$ cat config.mk
export PLATFORM = sky130hd
export DESIGN_NAME = mcpu_mem_ctrl
export DESIGN_NICKNAME = d
export VERILOG_FILES = /design/src/rtl/mcpu_pkg.sv /design/src/rtl/mcpu_ram.sv /design/src/rtl/mcpu_mem_ctrl.sv
export SDC_FILE = /design/constraint.sdc
export NUM_CORES = 1
export LEC_CHECK = 0
export ABC_AREA = 1
export BUFFER_PORTS_ARGS = -buffer_cell sky130_fd_sc_hd__buf_2
export CAP_MARGIN = 40
export CORE_MARGIN = 2
export CORE_UTILIZATION = 30
export CTS_BUF_LIST = sky130_fd_sc_hd__clkbuf_16
export DETAILED_ROUTE_END_ITERATION = 7
export PLACE_DENSITY = 0.42
export SLEW_MARGIN = 20
export SYNTH_ARGS = -nofsm -noshare
export SYNTH_HDL_FRONTEND = slang
export SYNTH_SLANG_ARGS = --single-unit
$ cat constraint.sdc
create_clock -name clk -period 3.5 [get_ports clk]
set_clock_uncertainty 0.2 [all_clocks]
set_input_delay 0.525 -clock clk [delete_from_list [all_inputs] [get_ports clk]]
set_output_delay 0.525 -clock clk [all_outputs]
set_load 0.01 [all_outputs]
$ cat src/rtl/mcpu_pkg.sv
// Shared types and default widths for the minimal-CPU memory controller slice.
package mcpu_pkg;

    localparam int unsigned MCPU_AW    = 6;
    localparam int unsigned MCPU_DW    = 8;
    localparam int unsigned MCPU_CNT_W = 16;

    typedef enum logic [1:0] {
        RUN    = 2'd0,
        HOST   = 2'd1,
        HALTED = 2'd2,
        STEP   = 2'd3
    } mcpu_state_e;

endpackage

$ cat src/rtl/mcpu_ram.sv
// Program/data RAM: 2**AW x DW register array, one write port, async CPU and host read ports.
module mcpu_ram
    import mcpu_pkg::*;
#(
    parameter int unsigned AW = MCPU_AW,
    parameter int unsigned DW = MCPU_DW
) (
    input  logic          clk,
    input  logic          we_i,
    input  logic [AW-1:0] waddr_i,
    input  logic [DW-1:0] wdata_i,
    input  logic [AW-1:0] cpu_raddr_i,
    output logic [DW-1:0] cpu_rdata_c_o,
    input  logic [AW-1:0] host_raddr_i,
    output logic [DW-1:0] host_rdata_c_o
);

    localparam int unsigned DEPTH = 2 ** AW;

    logic [DW-1:0] mem_q [DEPTH];

    // Contents are deliberately never reset so a loaded program survives a CPU reset.
    always_ff @(posedge clk) begin
        if (we_i) begin
            mem_q[waddr_i] <= wdata_i;
        end
    end

    assign cpu_rdata_c_o  = mem_q[cpu_raddr_i];
    assign host_rdata_c_o = mem_q[host_raddr_i];

endmodule

$ cat src/rtl/mcpu_mem_ctrl.sv
// RAM owner/arbiter for the minimal CPU: host port access, halt/step/run control via cpu_ce.
// Optional watchpoint (halt on CPU write to wp_addr) enabled by defining MCPU_WATCHPOINT_EN.
module mcpu_mem_ctrl
    import mcpu_pkg::*;
#(
    parameter int unsigned AW    = MCPU_AW,
    parameter int unsigned DW    = MCPU_DW,
    parameter int unsigned CNT_W = MCPU_CNT_W
) (
    input  logic             clk,
    input  logic             rst,
    input  logic [AW-1:0]    cpu_addr,
    input  logic [DW-1:0]    cpu_wdata,
    input  logic             cpu_rd,
    input  logic             cpu_wr,
    output logic [DW-1:0]    cpu_rdata,
    output logic             cpu_ce,
    input  logic             host_req,
    input  logic             host_we,
    input  logic [AW-1:0]    host_addr,
    input  logic [DW-1:0]    host_wdata,
    output logic [DW-1:0]    host_rdata,
    output logic             host_ack,
    input  logic             halt_req,
    input  logic             step,
    output logic             halted,
    output logic [CNT_W-1:0] stall_cnt
`ifdef MCPU_WATCHPOINT_EN
    ,
    input  logic             wp_en,
    input  logic [AW-1:0]    wp_addr,
    output logic             wp_hit
`endif
);

    mcpu_state_e      state_q, state_d;
    logic             cpu_ce_q, cpu_ce_d;
    logic             host_ack_q, host_ack_d;
    logic             halted_q, halted_d;
    logic [DW-1:0]    host_rdata_q, host_rdata_d;
    logic [CNT_W-1:0] stall_cnt_q, stall_cnt_d;
    logic             from_run_q, from_run_d;
    logic             req_blk_q, req_blk_d;
    logic             hwe_q, hwe_d;
    logic [AW-1:0]    haddr_q, haddr_d;
    logic [DW-1:0]    hwdata_q, hwdata_d;

    logic             cpu_we_c, host_we_c, host_req_v_c;
    logic             wp_trig_c, wp_hold_c;
    logic             ram_we_c;
    logic [AW-1:0]    ram_waddr_c;
    logic [DW-1:0]    ram_wdata_c;
    logic [DW-1:0]    ram_host_rdata_c;

    // The read strobe is informational only: the CPU read port is always live.
    logic unused_cpu_rd;
    assign unused_cpu_rd = cpu_rd;

    assign cpu_we_c     = cpu_wr & cpu_ce_q;
    // Host write lands at the end of the single HOST cycle; a reset in that cycle drops it.
    assign host_we_c    = (state_q == HOST) & hwe_q & rst;
    // A request still held after its ack is not a new request until it has been dropped.
    assign host_req_v_c = host_req & ~req_blk_q;

    assign ram_we_c    = cpu_we_c | host_we_c;
    assign ram_waddr_c = host_we_c ? haddr_q  : cpu_addr;
    assign ram_wdata_c = host_we_c ? hwdata_q : cpu_wdata;

    mcpu_ram #(
        .AW (AW),
        .DW (DW)
    ) u_ram (
        .clk            (clk),
        .we_i           (ram_we_c),
        .waddr_i        (ram_waddr_c),
        .wdata_i        (ram_wdata_c),
        .cpu_raddr_i    (cpu_addr),
        .cpu_rdata_c_o  (cpu_rdata),
        .host_raddr_i   (host_addr),
        .host_rdata_c_o (ram_host_rdata_c)
    );

`ifdef MCPU_WATCHPOINT_EN
    logic wp_hit_q;
    logic halt_req_q;

    assign wp_trig_c = (state_q == RUN) & cpu_we_c & wp_en & (cpu_addr == wp_addr);
    assign wp_hold_c = wp_hit_q;
    assign wp_hit    = wp_hit_q;

    // Sticky hit flag, cleared when the host releases halt_req.
    always_ff @(posedge clk) begin
        if (!rst) begin
            wp_hit_q   <= 1'b0;
            halt_req_q <= 1'b0;
        end else begin
            halt_req_q <= halt_req;
            if (wp_trig_c) begin
                wp_hit_q <= 1'b1;
            end else if (halt_req_q & ~halt_req) begin
                wp_hit_q <= 1'b0;
            end
        end
    end
`else
    assign wp_trig_c = 1'b0;
    assign wp_hold_c = 1'b0;
`endif

    // Next-state and registered-output logic.
    always_comb begin
        state_d      = state_q;
        from_run_d   = from_run_q;
        hwe_d        = hwe_q;
        haddr_d      = haddr_q;
        hwdata_d     = hwdata_q;
        host_rdata_d = host_rdata_q;
        host_ack_d   = 1'b0;
        stall_cnt_d  = stall_cnt_q;

        unique case (state_q)
            RUN: begin
                // A watchpoint hit must freeze the CPU even if the host asks at the same time.
                if (wp_trig_c) begin
                    state_d = HALTED;
                end else if (host_req_v_c) begin
                    state_d = HOST;
                end else if (halt_req) begin
                    state_d = HALTED;
                end
            end
            HOST: begin
                if (from_run_q && (stall_cnt_q != {CNT_W{1'b1}})) begin
                    stall_cnt_d = stall_cnt_q + CNT_W'(1);
                end
                state_d = (from_run_q && !halt_req) ? RUN : HALTED;
            end
            HALTED: begin
                if (host_req_v_c) begin
                    state_d = HOST;
                end else if (!halt_req && !wp_hold_c) begin
                    state_d = RUN;
                end else if (step) begin
                    state_d = STEP;
                end
            end
            STEP: begin
                state_d = HALTED;
            end
            default: begin
                state_d = HALTED;
            end
        endcase

        // Host access is captured on entry; read data bypasses a CPU write landing on the same edge.
        if ((state_d == HOST) && (state_q != HOST)) begin
            host_ack_d = 1'b1;
            from_run_d = (state_q == RUN);
            hwe_d      = host_we;
            haddr_d    = host_addr;
            hwdata_d   = host_wdata;
            if (!host_we) begin
                host_rdata_d = (cpu_we_c && (cpu_addr == host_addr)) ? cpu_wdata : ram_host_rdata_c;
            end
        end

        cpu_ce_d  = (state_d == RUN) || (state_d == STEP);
        halted_d  = (state_d == HALTED);
        req_blk_d = host_ack_d | (req_blk_q & host_req);
    end

    always_ff @(posedge clk) begin
        if (!rst) begin
            state_q      <= HALTED;
            cpu_ce_q     <= 1'b0;
            host_ack_q   <= 1'b0;
            halted_q     <= 1'b1;
            host_rdata_q <= '0;
            stall_cnt_q  <= '0;
            from_run_q   <= 1'b0;
            req_blk_q    <= 1'b0;
            hwe_q        <= 1'b0;
            haddr_q      <= '0;
            hwdata_q     <= '0;
        end else begin
            state_q      <= state_d;
            cpu_ce_q     <= cpu_ce_d;
            host_ack_q   <= host_ack_d;
            halted_q     <= halted_d;
            host_rdata_q <= host_rdata_d;
            stall_cnt_q  <= stall_cnt_d;
            from_run_q   <= from_run_d;
            req_blk_q    <= req_blk_d;
            hwe_q        <= hwe_d;
            haddr_q      <= haddr_d;
            hwdata_q     <= hwdata_d;
        end
    end

    assign cpu_ce     = cpu_ce_q;
    assign host_ack   = host_ack_q;
    assign halted     = halted_q;
    assign host_rdata = host_rdata_q;
    assign stall_cnt  = stall_cnt_q;

endmodule

Word level (Yosys, flattened, before mapping)
Memory sizes are Yosys's and may differ from the RTL's. A register that Yosys moved wholly into a read port is not among the register bits.
Cells that the tools add are included.

word-level totals
  register bits after elaboration = 38
  latch bits = 0
  memory bits (writable) = 512
  memory bits (read-only) = 0
  bits of input ports = 36
  output and inout bits = 35
  logic and storage cells = 51
  memories = 1

memory list
  name         words  bits a word  rd ports  clocked after memory_dff  write ports  line            source
  u_ram.mem_q  64     8            2         1                         1            mcpu_ram.sv:20  logic [DW-1:0] mem_q [DEPTH];

cells by class
  add/sub/neg operators = 1
  multipliers = 0
  div/mod/pow operators = 0
  $lt $le $gt $ge = 0
  eq/ne operators = 8
  shifts and indexed selects = 0
  multiplexer cells = 12
  bitwise gates (word level) = 9
  reduce and logical (&&, ||, !) cells = 10

operators by type and width
  cell                   number
  $add 16x1->16 const B  1
  $ne 16x16->1 const B   1
  $mux 2                 6
  $eq 2x2->1 const B     4
  $mux 8                 1
  $pmux 2 s4             1
  $mux 6                 1
  $and 1x1->1            5
  $eq 2x1->1 const B     2
  $logic_not 2->1        2
  $reduce_and 2->1       2
  $logic_and 1x1->1      3
  $mux 1                 3
  $logic_not 1->1        2
  $ne 2x1->1 const B     1
  $not 1->1              2
  $or 1x1->1             2
  $logic_or 1x1->1       1

Longest topological paths before layout
Gate-level depths: netlist (run 1).

  depth after elaboration = 8
  depth in mapped cells = 14
  gate-level depth less buffers = 13

Cells and area by module
A second synthesis (run 1) with hierarchy kept.

second synthesis, totals
  cells, all modules = 3,385
  area total of the unflattened synthesis = 28,955.3 um2

modules (own cells, without submodules)
  module         instances  cells an instance  area an instance (um2)  sequential area each (um2)
  mcpu_ram       1          2,992              26,464.1                15,374.7
  mcpu_mem_ctrl  1          393                2,491.1                 920.9

Worst setup path before layout (run 1)
Ideal clock, no wire load.

  kind = input-to-reg
  from = input port cpu_addr[5]
  to = memory u_ram.mem_q[40][0] (netlist bit) (enable)
  arrival time = 2.263 ns
  slack = 0.643 ns
  cell stages on the path = 7
  buffers on the path = 1
  cells stage by stage = buf_2 > clkinv_1 > nand2_1 > nand2_1 > nor2_1 > nand3_2 > nor4_1

between the ends
  word-level cells in the longest chain between the ends = 1

ends and longest elaborated chain
  what                line                 source
  start: declaration  mcpu_mem_ctrl.sv:12  input logic [AW-1:0] cpu_addr,
  $mux 6              mcpu_mem_ctrl.sv:66  assign ram_waddr_c = host_we_c ? haddr_q : cpu_addr;
  end: declaration    mcpu_ram.sv:20

Every way passes these cells.

Final worst setup path (run 1)
  from = input port cpu_addr[1]
  to = output port cpu_rdata[1]

between the ends
  word-level cells in the longest chain between the ends = 1

ends and longest elaborated chain
  what              line                 source
  $mem_v2 64x8      --
  end: declaration  mcpu_mem_ctrl.sv:16  output logic [DW-1:0] cpu_rdata,

Every way passes these cells.

==> reports/qor.txt, run 1 <==
Status: finished, final reports clean
GRT overflow: 0
Hold Path Class: primary input to register
Nets@finish: 3336
CP dominant cell by count: nand2_1
Relative slew slack: 0.422
Capturing element type of the critical path: output pin
Clk pin slew, worst setup/hold paths: 0.06 ns
Die area: 96000 um2
Yosys cell types: 34
Worst path top cell family by delay: simple AND/OR/NAND/NOR gates
Post-DP HPWL: 65700 um
Io pins: 71
Port Buffers: 69
Leak: 0.0125 uW
Post-synth top area cell: edfxtp_1
Largest net degree at the start of global routing: 110
DR iter-0 viols: 2858
Reg2Reg Setup Slack: 0.46 ns
Synth Register Bits: 558
Gpl congestion: 0.911
Clock buffer depth: 3
Num rows: 112
Post-Syn Area: 28100 um2
Clk_lat worst skew: 0.63 ns
CP Class: primary input to output pin
CP cell instances: buf_4 -> clkinv_2 -> buf_12 -> o21ai_0 -> o22ai_1 -> nand2_1 -> nand2_1 -> nand2_1 -> nand3_1 -> nand3_1 -> nand2_1 -> buf_2
Synth top area share: 0.548
Post-CTS setup buffer count: 0
Avg WL per Cell: 23.5 um
DIE WIDTH: 310 um
Mapped Cells: 3222
CORE AREA: 93000 um2
Req. time, crit path: 2.77 ns
DRT Pass-1 Iters: 6
Peak per-stage delay on the critical path: 0.23 ns
Layout Area Growth over Synthesis: 17.5%
Largest cells by area after synthesis: edfxtp_1, nand2_1, nand3_1
VDD IR-drop max: 0.273 mV
Most frequent cells in the layout: nand2_1, edfxtp_1, nand3_1
Setup TNS: 0 ns
Vias in the first global route: 23600
Clk sink count: 558
Residual DRC count: 0
Final period utilization: 0.953
CTS tree: yes
GRT Total Usage: 0.222
P per Cell Area: 490 nW/um2
CTS Buf Count: 70
Via/cell ratio: 5.37
Initial antenna violation count: 3
Synthesized area per cell: 8.71 um2
Slowest CP cell: nand2_1
DRT antenna net count: 0
Fin crit period: 3.33 ns
RSZ-0062 raised after global routing: false
First-pass GRT wire length: 157000 um
Share of the yosys chip area belonging to registers: 0.581
Mapped Nets: 3261
H-Tree Depth: 3
Final WL: 108000 um
Die height: 310 um
Root buf cell: clkbuf_16
Fin. max-slew vios: 0
WP data arrival: 2.61 ns
Share of cells above drive strength 1: 0.112
DR vias: 24700
# setup viols final: 0
Worst-margin pin slew: 0.867 ns
Max Freq: 0.300 GHz
Synth warnings: 0
CP bufs+invs: 4
ANT cells: 0
Dpl cell area: 30700 um2
Commonest non-fill, non-tap cell in the layout: nand2_1
Fillers: 9456
Final Hold Vio Count: 0
Max-cap viol count: 0
Cell area after layout: 33000 um2
Critical Path Source Type: primary input
Initial Util: 0.302
CP max FO: 29
==> through the flow <==
step / hold slack [ns] / worst slack (ns) / power, uW / instances / utilization
after floorplan: 0.230 / 0.643 / 8480 / 3222 / -
after global placement: 0.240 / 0.279 / 9240 / 4466 / 0.329
after detailed placement: 0.244 / 0.275 / 9260 / 4468 / 0.330
after CTS: 0.0205 / 0.256 / 16300 / 4599 / 0.354
after global routing: 0.0983 / 0.116 / 16700 / 4600 / 0.354
final: 0.0439 / 0.165 / 16200 / 4600 / 0.354
==> flip-flops by register name (all words and copies together) (netlist names) <==
signal / count
u_ram.mem_q: 512
stall_cnt: 16
host_rdata: 8
hwdata_q: 8
haddr_q: 6
state_q: 2
cpu_ce: 1
from_run_q: 1
halted: 1
host_ack: 1
hwe_q: 1
req_blk_q: 1
==> cells in the mapped netlist, drive strengths merged <==
cell and number:
nand2 1014, nand3 513, edfxtp 512, nor2 353, o21ai 283, o22ai 128
buf 116, clkbuf 113, inv 52, dfxtp 46, a21oi 33, nand4 10
nor3 10, nor4 10, or2 9, clkinv 6, xor2 6, ha 3
xnor2 2, a211oi 1, nand3b 1, o31ai 1
==> layer usage <==
metal	GRT usage	routed length, um
met2	0.348	48700
met5	0	26
met4	0.0815	3910
met3	0.0369	8100
met1	0.309	47400
==> what timing repair did <==
| action | CTS | global route |
|---|---|---|
| resized for setup | 0 | 0 |
| endpoints found under the hold margin | 10 | 0 |
| hold buffers | 10 | 0 |
==> cells by family after synthesis <==
| logic type | share of synthesized area |
|---|---|
| AND/OR/NAND/NOR | 0.287 |
| flip-flops | 0.581 |
| AO/OA/AOI/OAI | 0.0854 |
| buffers and inverters | 0.0427 |
| XOR/XNOR | 0.00250 |
| adder cells (fa/ha/maj) | 0.00134 |
==> worst reg2reg max path, cell delays in order (launching register included) <==
cell and delay [ns]:
dfxtp_1 0.40, inv_2 0.08, nor2_4 0.20, nand2_4 0.21
nand2_1 0.13, nand2_1 0.29, inv_2 0.26, nand4_1 0.23
buf_4 0.27, nor2_1 0.20, buf_4 0.26
==> final timing paths <==
check | to | from | depth (start not counted)
worst min-delay path | hwe_q | host_we | 5
worst min register to register | host_rdata[2] | host_rdata[2] | 2
worst max-delay path | cpu_rdata[1] | cpu_addr[1] | 12
worst max register to register | u_ram.mem_q[31][3] | state_q[0] | 10
==> report_power, final <==
group	total [uW]	leakage, uW	internal, uW	switching, uW
Clock	7010	0.00114	4060	2940
Combinational	1800	0.00634	492	1310
Sequential	7360	0.00498	7330	26.1
==> area by class of cell <==
type / count / area, um2 / area share
inverters: 58 / 239 / 0.00725
flip-flops and latches: 558 / 16300 / 0.494
repair buffers: 232 / 2100 / 0.0637
clock buffers: 71 / 1780 / 0.0539
multi-input cells: 2377 / 10600 / 0.321
clock inverters: 50 / 410 / 0.0124
well taps: 1254 / 1570 / 0.0476
Power figures use the tool's default switching activity.
==> run 2: changes to the inputs <==
--- a/config.mk
+++ b/config.mk
@@ -12,7 +12,7 @@
 export CORE_UTILIZATION = 30
 export CTS_BUF_LIST = sky130_fd_sc_hd__clkbuf_16
 export DETAILED_ROUTE_END_ITERATION = 7
-export PLACE_DENSITY = 0.42
+export PLACE_DENSITY = 0.5
 export SLEW_MARGIN = 20
 export SYNTH_ARGS = -nofsm -noshare
 export SYNTH_HDL_FRONTEND = slang
==> reports/qor.txt, run 2 (synthesis gave the netlist of run 1 again) <==
GRT overflow: 0
CTS tree: yes
DR iter-0 viols: 2832
Fillers: 9540
P per Cell Area: 480 nW/um2
VDD IR-drop max: 0.288 mV
Clock buffer depth: 3
Capturing element type of the critical path: output pin
Io pins: 71
Port Buffers: 69
# setup viols final: 0
Initial antenna violation count: 2
Nets@finish: 3342
Final Hold Vio Count: 0
Clk_lat worst skew: 0.61 ns
DR vias: 24200
Final period utilization: 0.955
Req. time, crit path: 2.77 ns
CTS resizes: 0
Commonest non-fill, non-tap cell in the layout: nand2_1
DIE WIDTH: 310 um
Multi-input gate area: 10600 um2
Root buf cell: clkbuf_16
Max-cap viol count: 0
Status: finished, final reports clean
Setup TNS: 0 ns
Share of cells above drive strength 1: 0.115
CP Class: primary input to output pin
Finished Layout Cells: 4607
Inst Count DP: 4479
DRT antenna net count: 0
Die area: 96000 um2
CP max FO: 42
Gpl congestion: 0.878
Max Freq: 0.299 GHz
Post-DP HPWL: 61700 um
Die height: 310 um
Top reg by flops: u_ram.mem_q
Layout Area Growth over Synthesis: 17.6%
Critical Path Source Type: primary input
Leak: 0.0125 uW
Hold Path Class: primary input to register
Max FFs per register: 512
H-Tree Depth: 3
Clk pin slew, worst setup/hold paths: 0.06 ns
Residual DRC count: 0
Final WL: 100000 um
CORE AREA: 93000 um2
Fin. max-slew vios: 0
DRT Pass-1 Iters: 6
GRT Total Usage: 0.208
First-pass GRT wire length: 149000 um
Fin crit period: 3.34 ns
Largest net degree at the start of global routing: 93
Most frequent cells in the layout: nand2_1, edfxtp_1, nand3_1
Num rows: 112
Reg2Reg Setup Slack: 0.51 ns
CTS Buf Count: 67
Register area: 16300 um2
Avg WL per Cell: 21.8 um
Worst-margin pin slew: 0.805 ns
Relative slew slack: 0.463
WP data arrival: 2.62 ns
Clk sink count: 558
Vias in the first global route: 23200
Initial Util: 0.302
Via/cell ratio: 5.25
RSZ-0062 raised after global routing: false
run 2: routing by layer:
metal,vias to the layer above,GRT usage,share of wire
met5,-,0,0.00013
met4,2,0.0633,0.024
met3,161,0.0306,0.080
met2,981,0.330,0.46
met1,11800,0.292,0.44
li1,11300,-,-
run 2: power by group:
part,switching [uW],total (uW),internal [uW]
Combinational,1270,1770,506
Clock,2790,6720,3920
Sequential,23.7,7350,7330
Total,4080,15800,11800
run 2: worst max-delay path: stages:
cell and delay [ns]:
buf_4 0.22, inv_4 0.15, buf_12 0.25, o21ai_0 0.13, o22ai_1 0.29, nand2_1 0.09, nand2_1 0.13, nand2_1 0.08
nand3_1 0.19, nand3_1 0.14, nand2_1 0.20, buf_2 0.17
run 2: area by class of cell:
type | count | share of cell area
sequential | 558 | 0.494
multi-input combinational | 2377 | 0.322
timing repair buffer | 241 | 0.0670
clock buffer | 69 | 0.0523
tap | 1254 | 0.0475
clock inverter | 49 | 0.0105
inverter | 58 | 0.00735
antenna | 1 | 0.0000758
run 2: what timing repair did:
item / 4_1_cts / 5_1_grt
endpoints found under the setup margin: 0 / 0
hold buffers: 9 / 0
buffers inserted: 0 / 0
hold endpoints to repair: 9 / 0
run 2: final timing paths:
path                       from                 end  cells after the start
setup / recovery    cpu_addr[1]        cpu_rdata[1]                     12
hold / removal    host_wdata[7]         hwdata_q[7]                      3
setup reg to reg     state_q[0]  u_ram.mem_q[26][3]                      9
hold reg to reg   host_rdata[7]       host_rdata[7]                      2
run 2: stage by stage:
step / setup WS, ns / total power [uW] / hold slack [ns] / utilization / area [um2]
finish: 0.156 / 15800 / 0.0310 / 0.355 / 33000
global route: 0.119 / 16400 / 0.0557 / 0.355 / 33000
detailed placement: 0.265 / 9230 / 0.236 / 0.332 / 30900
CTS: 0.263 / 16000 / 0.00727 / 0.355 / 33000
global placement: 0.258 / 9230 / 0.236 / 0.331 / 30800
floorplan: 0.643 / 8480 / 0.230 / - / 28100
